`src/rtl/ps2_command_sequencer.sv`:
```
// ps2_command_sequencer
//   Turns raw PS/2 set-2 scan bytes into LOGO command words. Break and extended
//   prefixes are stripped, make codes are mapped to ASCII and packed right-justified
//   (up to 4 chars) into a 32-bit line buffer with backspace editing. Enter commits
//   the line into a small first-word fall-through FIFO drained via valid/ready.
// Ports:
//   clk, reset          system clock, synchronous active-high reset
//   key_valid_i/code_i  one-cycle strobe with a received PS/2 byte
//   cmd_valid_o/data_o  FIFO head (data is 0 when empty); cmd_ready_i pops it
//   echo_valid_o/char_o one-cycle LCD echo (ASCII, 8'h08 backspace, 8'h0D enter)
//   edit_word_o/count_o line being assembled and its character count
//   fifo_count_o        committed words queued
//   drop_o              one-cycle strobe: key rejected (line full or FIFO full)
module ps2_command_sequencer #(
    parameter int unsigned FIFO_DEPTH = 4,
    parameter logic [7:0]  BREAK_CODE = 8'hF0,
    parameter logic [7:0]  EXT_CODE   = 8'hE0,
    parameter logic [7:0]  ENTER_CODE = 8'h5A,
    parameter logic [7:0]  BKSP_CODE  = 8'h66
) (
    input  logic                        clk,
    input  logic                        reset,
    input  logic                        key_valid_i,
    input  logic [7:0]                  key_code_i,
    output logic                        cmd_valid_o,
    output logic [31:0]                 cmd_data_o,
    input  logic                        cmd_ready_i,
    output logic                        echo_valid_o,
    output logic [7:0]                  echo_char_o,
    output logic [31:0]                 edit_word_o,
    output logic [2:0]                  edit_count_o,
    output logic [$clog2(FIFO_DEPTH):0] fifo_count_o,
    output logic                        drop_o
);

    localparam int unsigned PtrW = $clog2(FIFO_DEPTH);
    localparam int unsigned CntW = PtrW + 1;

    typedef enum logic [1:0] {StIdle, StBrk, StExt} state_e;

    state_e          state_q, state_d;
    logic [31:0]     word_q, word_d;
    logic [2:0]      count_q, count_d;
    logic            echo_valid_q, echo_valid_d;
    logic [7:0]      echo_char_q, echo_char_d;
    logic            drop_q, drop_d;

    logic [31:0]     mem_q [FIFO_DEPTH];
    logic [PtrW-1:0] wr_ptr_q, rd_ptr_q;
    logic [CntW-1:0] fifo_count_q, fifo_count_d;

    logic            make;
    logic            is_print;
    logic [7:0]      ascii;
    logic            push, pop, fifo_full;

    // Set-2 scan code to ASCII for A-Z and 0-9; anything else is unmapped.
    always_comb begin
        is_print = 1'b1;
        ascii    = 8'h00;
        case (key_code_i)
            8'h1C: ascii = 8'h41; 8'h32: ascii = 8'h42; 8'h21: ascii = 8'h43;
            8'h23: ascii = 8'h44; 8'h24: ascii = 8'h45; 8'h2B: ascii = 8'h46;
            8'h34: ascii = 8'h47; 8'h33: ascii = 8'h48; 8'h43: ascii = 8'h49;
            8'h3B: ascii = 8'h4A; 8'h42: ascii = 8'h4B; 8'h4B: ascii = 8'h4C;
            8'h3A: ascii = 8'h4D; 8'h31: ascii = 8'h4E; 8'h44: ascii = 8'h4F;
            8'h4D: ascii = 8'h50; 8'h15: ascii = 8'h51; 8'h2D: ascii = 8'h52;
            8'h1B: ascii = 8'h53; 8'h2C: ascii = 8'h54; 8'h3C: ascii = 8'h55;
            8'h2A: ascii = 8'h56; 8'h1D: ascii = 8'h57; 8'h22: ascii = 8'h58;
            8'h35: ascii = 8'h59; 8'h1A: ascii = 8'h5A;
            8'h45: ascii = 8'h30; 8'h16: ascii = 8'h31; 8'h1E: ascii = 8'h32;
            8'h26: ascii = 8'h33; 8'h25: ascii = 8'h34; 8'h2E: ascii = 8'h35;
            8'h36: ascii = 8'h36; 8'h3D: ascii = 8'h37; 8'h3E: ascii = 8'h38;
            8'h46: ascii = 8'h39;
            default: is_print = 1'b0;
        endcase
    end

    assign fifo_full   = (fifo_count_q == CntW'(FIFO_DEPTH));
    assign cmd_valid_o = (fifo_count_q != '0);
    assign pop         = cmd_valid_o && cmd_ready_i;
    assign cmd_data_o  = cmd_valid_o ? mem_q[rd_ptr_q] : 32'h0;

    always_comb begin
        state_d      = state_q;
        word_d       = word_q;
        count_d      = count_q;
        echo_valid_d = 1'b0;
        echo_char_d  = echo_char_q;
        drop_d       = 1'b0;
        make         = 1'b0;
        push         = 1'b0;

        if (key_valid_i) begin
            unique case (state_q)
                StIdle: begin
                    if (key_code_i == BREAK_CODE)    state_d = StBrk;
                    else if (key_code_i == EXT_CODE) state_d = StExt;
                    else                             make    = 1'b1;
                end
                StBrk: state_d = StIdle;
                StExt: state_d = (key_code_i == BREAK_CODE) ? StBrk : StIdle;
                default: state_d = StIdle;
            endcase
        end

        if (make) begin
            if (key_code_i == ENTER_CODE) begin
                if (count_q != 3'd0) begin
                    // A same-cycle pop frees a slot even when the FIFO is full.
                    if (!fifo_full || pop) begin
                        push         = 1'b1;
                        word_d       = 32'h0;
                        count_d      = 3'd0;
                        echo_valid_d = 1'b1;
                        echo_char_d  = 8'h0D;
                    end else begin
                        drop_d = 1'b1;
                    end
                end
            end else if (key_code_i == BKSP_CODE) begin
                if (count_q != 3'd0) begin
                    word_d       = word_q >> 8;
                    count_d      = count_q - 3'd1;
                    echo_valid_d = 1'b1;
                    echo_char_d  = 8'h08;
                end
            end else if (is_print) begin
                if (count_q < 3'd4) begin
                    word_d       = {word_q[23:0], ascii};
                    count_d      = count_q + 3'd1;
                    echo_valid_d = 1'b1;
                    echo_char_d  = ascii;
                end else begin
                    drop_d = 1'b1;
                end
            end
        end
    end

    always_comb begin
        fifo_count_d = fifo_count_q;
        case ({push, pop})
            2'b10:   fifo_count_d = fifo_count_q + CntW'(1);
            2'b01:   fifo_count_d = fifo_count_q - CntW'(1);
            default: fifo_count_d = fifo_count_q;
        endcase
    end

    always_ff @(posedge clk) begin
        if (reset) begin
            state_q      <= StIdle;
            word_q       <= 32'h0;
            count_q      <= 3'd0;
            echo_valid_q <= 1'b0;
            echo_char_q  <= 8'h00;
            drop_q       <= 1'b0;
            wr_ptr_q     <= '0;
            rd_ptr_q     <= '0;
            fifo_count_q <= '0;
        end else begin
            state_q      <= state_d;
            word_q       <= word_d;
            count_q      <= count_d;
            echo_valid_q <= echo_valid_d;
            echo_char_q  <= echo_char_d;
            drop_q       <= drop_d;
            fifo_count_q <= fifo_count_d;
            if (push) wr_ptr_q <= wr_ptr_q + PtrW'(1);
            if (pop)  rd_ptr_q <= rd_ptr_q + PtrW'(1);
        end
    end

    // Storage needs no reset: the head is masked to 0 while the FIFO is empty.
    always_ff @(posedge clk) begin
        if (push) mem_q[wr_ptr_q] <= word_q;
    end

    assign echo_valid_o = echo_valid_q;
    assign echo_char_o  = echo_char_q;
    assign edit_word_o  = word_q;
    assign edit_count_o = count_q;
    assign fifo_count_o = fifo_count_q;
    assign drop_o       = drop_q;

endmodule

```
`config.mk`:
```
export PLATFORM = sky130hd
export DESIGN_NAME = ps2_command_sequencer
export DESIGN_NICKNAME = d
export VERILOG_FILES = /design/src/rtl/ps2_command_sequencer.sv
export SDC_FILE = /design/constraint.sdc
export NUM_CORES = 1
export LEC_CHECK = 0
export ABC_AREA = 0
export CAP_MARGIN = 20
export CORE_UTILIZATION = 57
export CTS_CLUSTER_DIAMETER = 100
export CTS_CLUSTER_SIZE = 28
export DETAILED_ROUTE_END_ITERATION = 12
export PLACE_DENSITY_LB_ADDON = 0.08
export SLEW_MARGIN = 10
export SYNTH_ARGS = -nofsm -noshare
export SYNTH_HDL_FRONTEND = slang
export SYNTH_SLANG_ARGS = --single-unit
```
`constraint.sdc`:
```
create_clock -name clk -period 3.5 [get_ports clk]
set_input_delay 0.7 -clock clk [delete_from_list [all_inputs] [get_ports clk]]
set_output_delay 0.7 -clock clk [all_outputs]
set_load 0.005 [all_outputs]
```
# Word level (Yosys, flattened, before mapping)
# Memories as Yosys holds them, arrays and structs flattened. A register that Yosys moved wholly into a read port is not among the register bits.
# Cells that the tools add are included.
# totals
reg_bits	54
ramBits	128
inputBits	12
elab_cells	131
mem_count	1
# classes
addsub	6
magnitude_cmp	1
eq_ne	48
muxes	52
bitwise_logic	1
reduce_logical	13
# memory_table
name	words	word_bits	read_ports	rd_clocked_by_memory_dff	write_ports	line	rtl
mem_q	4	32	1	1	1	48	logic [31:0] mem_q [FIFO_DEPTH];
# op_table
op	n
32-bit 2-to-1 mux	8
7-bit one-hot mux with 36 select lines	1
8-bit by 6-bit == test with 1-bit output (second input constant)	22
8-bit by 7-bit == test with 1-bit output (second input constant)	9
8-bit by 5-bit == test with 1-bit output (second input constant)	7
8-bit 2-to-1 mux	7
36-bit OR reduction	1
1-bit 2-to-1 mux	23
3-bit 2-to-1 mux	7
8-bit == test (second input constant)	2
3-bit nonzero test	4
2-bit 2-to-1 mux	4
3-bit by 1-bit adder with 3-bit output (second input constant)	2
3-bit one-hot mux with 2 select lines	1
6-bit AND reduction	1
3-bit by 1-bit subtractor with 3-bit output (second input constant)	2
2-bit by 1-bit adder with 2-bit output (second input constant)	2
2-bit == test (second input constant)	2
2-bit by 1-bit != test with 1-bit output (second input constant)	2
2-bit one-hot mux with 2 select lines	1
3-bit == test (second input constant)	1
3-bit less-than comparator (second input constant)	1
3-bit != test (second input constant)	1
2-bit by 1-bit == test with 1-bit output (second input constant)	1
other kinds (9)	9

# Depth between registers and ports, before layout
# Gate-level depths: netlist of run 1.
# depth
ltp_word	9
mapped_depth	12
depth_no_buf	11

# Least setup slack after synthesis of run 1
# Ideal clock, no wire load.
# synth_path
path_type	input -> register
startpoint	input port key_code_i[7]
endpoint	memory mem_q[1][0] (enable)
setup_ns	0.392
arrival_ns	2.690
required_time_ns	3.108
path_slack_ns	0.418
path_stages	6
path_buffers	1
cell_sequence	buf_6 or3b_1 nor4_1 nand2_1 nor2_1 and2_1
# synth_via
elab_chain_len	8
word_cells_on_any_way	11
classes_between	eq/ne (3); mux (8)
# synth_lines
item	line	rtl
start, declared	24	input logic [7:0] key_code_i,
8-bit == test	98	else if (key_code_i == EXT_CODE) state_d = StExt;
1-bit 2-to-1 mux	98	
1-bit 2-to-1 mux	97	if (key_code_i == BREAK_CODE) state_d = StBrk;
1-bit 2-to-1 mux	95	unique case (state_q)
1-bit 2-to-1 mux	94	if (key_valid_i) begin
1-bit 2-to-1 mux (*)	107	if (make) begin
1-bit 2-to-1 mux (*)	176	if (push) mem_q[wr_ptr_q] <= word_q;
1-bit 2-to-1 mux (not written as such) (*)	176	
end, declared	48	
# Mark *: on every way between the ends. The rest lies on a longest branch, timed or not.

==> impl_results.rst, run 1 <==
.. list-table::
   :header-rows: 1

   * - Metric
     - Value
   * - Synthesized cell area
     - ~8400 sq um
   * - Number of vias per cell
     - between 6 and 7
   * - Max-slew violations
     - 0
   * - Mapped Nets
     - around 660
   * - Max-slew headroom
     - between 50 and 60%
   * - Most used flip-flop cell after synthesis
     - edfxtp_1
   * - Min-Delay Startpoint
     - echo_char_o[2]$_SDFFE_PP0P_
   * - Cts repair resizes
     - 0
   * - Vias in the first global route
     - between 5,000 and 6,000
   * - Count of placed standard cells including taps
     - 911
   * - Required arrival time at the worst endpoint
     - 2.80 ns
   * - Maximum clock path buffer count
     - 2
   * - Number of I/O port buffers
     - between 90 and 100
   * - Warnings, synthesis
     - 0
   * - Final WS setup
     - ~0.37 ns
   * - Cell count after synthesis
     - 639
   * - Initial antenna violation count
     - 0
   * - Total Die Area
     - roughly 15,000 sq um
   * - Global routing usage summed across all routing layers
     - a little over a quarter
   * - Number of enable flip-flop cells after synthesis
     - around 130
   * - Area added between synthesis and finish
     - 22.75%
   * - TritonCTS clock tree
     - built
   * - Number of buffers added by the clock tree synthesis step
     - 17
   * - Setup skew after layout
     - 0.009394 ns
   * - Maximum number of pins on one net before global-route repair
     - 44
   * - Static leakage power
     - 3.457 nW
   * - DR WL/cell
     - ~20 microns
   * - Result of the run
     - finished, final reports clean
   * - Area of the placeable core
     - approximately 14,000 sq um
   * - Slew at the pin with the worst max-slew slack
     - about 0.66 ns
   * - Total count of hold-check failures in the final report
     - 0
   * - Number of iterations in the first detailed-routing pass
     - 5
   * - HPWL after DPL
     - ~13,000 microns
   * - Share of final-layout standard cells stronger than drive strength 1
     - approximately 19%
   * - Total grt overflow
     - 0
   * - Register area
     - approximately 4900 sq um
   * - R2r startpoint
     - fifo_count_o[0]$_SDFFE_PP0P_
   * - Worst Path Arrival
     - 2.43 ns
   * - Endpoint type of the worst setup path
     - output pin
   * - Combined area of the multi-input logic cells
     - 3167 sq um
   * - Minimum period implied by the final worst setup slack
     - between 3 and 4 ns
   * - Initial cell density of the core
     - 58.30%
   * - Maximum Capacitance Violations
     - 0
   * - # diodes
     - 0
   * - Post-CTS Hold Fix Bufs
     - 0
   * - Number of DRC violations after detailed-routing iteration 0
     - 506
   * - Antenna Nets Post-Route
     - 0
   * - Relative contribution of the clock network to total power
     - a little over two fifths
   * - Number of ports placed on the die boundary
     - 93
   * - Non-filler cells in the finished layout
     - roughly 940
   * - Std cell rows
     - 44
   * - Switching Fraction
     - between 20 and 25%
   * - Count of nets after finishing
     - between 700 and 800
   * - Sequential share of power
     - a little over half
   * - Cell internal power dissipation
     - 0.003466 W
   * - Reported net switching power
     - between 0.0009 and 0.001 W
   * - Die boundary height
     - about 120 microns
   * - Maximum vdd drop
     - 0.3439 mV
   * - Maximum clock rate
     - 319.7 MHz
   * - Part of the power in combinational logic
     - around 5%
   * - Mean instance size in the synthesized netlist
     - 13.21 sq um
   * - Fill cell count
     - between 900 and 1,000
   * - Setup slack at placement
     - -0.003755 ns
   * - Final weighted congestion of routability-driven global placement
     - approximately 0.9
   * - Die width
     - roughly 120 microns
   * - Netlist cell types
     - roughly 70
   * - Clock transition at path regs
     - 0.07 ns
   * - FFs w/ async S/R, synth
     - 0%
   * - Clock latency on the worst-skew pair
     - approximately 0.43 ns
   * - Number of setup buffers added after CTS
     - 0
   * - Final cycle utilization of the critical path
     - between 80 and 90%
   * - H-tree lvl count
     - 4
   * - Worst hold-check path type
     - reg -> reg
   * - Setup repair after global routing missed its margin
     - false
   * - CTS Root Buffer Type
     - clkbuf_16
   * - Routed via count
     - 5,685
   * - Peak fanout along the critical path
     - 25
   * - Crit path launch type
     - flop
   * - Ratio of total power to cell area
     - 428.2 nW/um^2
   * - Type of the worst setup path
     - reg -> out
   * - DRC violation count after routing
     - 0
   * - Sequential share of the synthesized area
     - slightly below 60%
   * - Wire length reported by the detailed router
     - 19,140 microns
   * - Global-route wire length before repair
     - roughly 30,000 microns
   * - Setup violators final
     - 0
   * - Number of synthesized register bits
     - approximately 180
   * - Layout Utilization
     - between 70% and 80%
   * - CTS sink cnt
     - roughly 180
## worst max-delay path, stage by stage (launching register included)
cell	delay, ns
dfxtp_2	0.54
buf_12	0.28
mux4_2	0.53
and2_1	0.18
clkdlybuf4s50_1	0.45
## layout make-up
class / count / area share, %
clock inverters: 15 / 1.606
inverters: 20 / 0.7245
repair buffers: 137 / 13.04
well taps: 184 / 2.222
clock buffers: 17 / 4.106
flip-flops and latches: 183 / 47.74
multi-input cells: 387 / 30.56
## logic make-up (layout without fill, tap and decap cells)
logic type      Yosys count  in the layout  synth area share, %
simple gates            207            207                13.86
flops                   183            183                58.58
compound gates          108            108                9.561
buf+inv                  69            189                3.899
mux                      54             54                11.80
xor+xnor                 10             10                1.038
fa+ha+maj                 7              7                1.216
other cells               1              1              0.04443
## metrics by stage
stage | total power, W | instance area [sq um] | hold WS, ns | setup TNS [ns]
after floorplan | 0.002494 | 8441 | 0.4504 | 0
after global placement | 0.002581 | 9769 | 0.4673 | 0
after detailed placement | 0.002581 | 9769 | 0.4762 | -0.003755
after CTS | 0.004456 | 10360 | 0.4927 | 0
after global routing | 0.004558 | 10360 | 0.5079 | 0
final | 0.004437 | 10360 | 0.4802 | 0
## Yosys cell counts (all sizes together), types with 3 or more instances
cell type,n,area [sq um]
a2111oi,5,43.79
a211oi,16,145.1
a21oi,27,135.1
a31oi,3,18.77
a32o,9,90.09
and2,39,244.0
and3,5,31.28
and4b,3,33.78
buf,26,167.7
clkbuf,23,86.33
dfxtp,55,1101
edfxtp,128,3844
ha,5,62.56
inv,18,67.56
mux2,17,225.2
mux2i,5,50.05
mux4,32,720.7
nand2,51,193.9
nand2b,10,62.56
nand3,9,45.04
nand3b,4,30.03
nand4,5,31.28
nand4b,3,26.28
nor2,23,86.33
nor2b,18,112.6
nor3,12,65.06
nor4,4,25.02
o21a,3,22.52
o21ai,12,60.06
o22ai,4,25.02
o31ai,3,22.52
o32ai,6,52.55
or3,4,25.02
or3b,6,52.55
xnor2,6,52.55
xor2,4,35.03
## final timing paths
kind | endpoint | slack, ns | cells after the start
setup / recovery | cmd_data_o[3] | 0.37 | 4
hold / removal | echo_char_o[2]$_SDFFE_PP0P_ | 0.48 | 2
setup reg to reg | fifo_count_o[2]$_SDFFE_PP0P_ | 1.00 | 11
hold reg to reg | echo_char_o[2]$_SDFFE_PP0P_ | 0.48 | 2
## power by group through the flow
stage	Combinational (W)	Sequential (W)	Clock (W)
floorplan	0.000138	0.00236	0
detailed placement	0.000219	0.00236	0
global placement	0.000219	0.00236	0
CTS	0.000220	0.00231	0.00192
finish	0.000221	0.00231	0.00190
global route	0.000240	0.00231	0.00200
## registers in the layout (all words and copies together) (netlist names), named ones only
signal and count:
drop_o 1, echo_char_o 7, echo_valid_o 1, edit_count_o 3
edit_word_o 32, fifo_count_o 3, mem_q 128, rd_ptr_q 2
state_q 2, wr_ptr_q 2
## routing by layer
layer  vias up  part of all wire (%)  track usage (%)
met4         0                   1.5            7.304
met2       226                    50            43.99
met3        30                   5.4            5.998
li1       2637                     -                -
met5         -                     0                0
met1      2792                    44            36.18
## placed cells by master, fill, tap and decap left out, drive strengths merged, types with 4 or more instances in the layout
cell	count
edfxtp	128
clkdlybuf4s50	90
dfxtp	55
nand2	51
buf	47
and2	39
mux4	32
a21oi	27
inv	24
nor2	23
nor2b	18
clkbuf	17
mux2	17
a211oi	16
o21ai	12
nor3	12
nand2b	10
nand3	9
a32o	9
o32ai	6
xnor2	6
or3b	6
clkinv	6
nand4	5
and3	5
a2111oi	5
mux2i	5
ha	5
o22ai	4
xor2	4
nor4	4
or3	4
nand3b	4
(Power assumes the default switching activity.)
==> run 2, diff against run 1 <==
- CTS_CLUSTER_SIZE: 28 -> default
- SKIP_CTS_REPAIR_TIMING: default -> 1
==> results of run 2 <==
The final DEF is identical to that of run 1; final timing and power are the same.
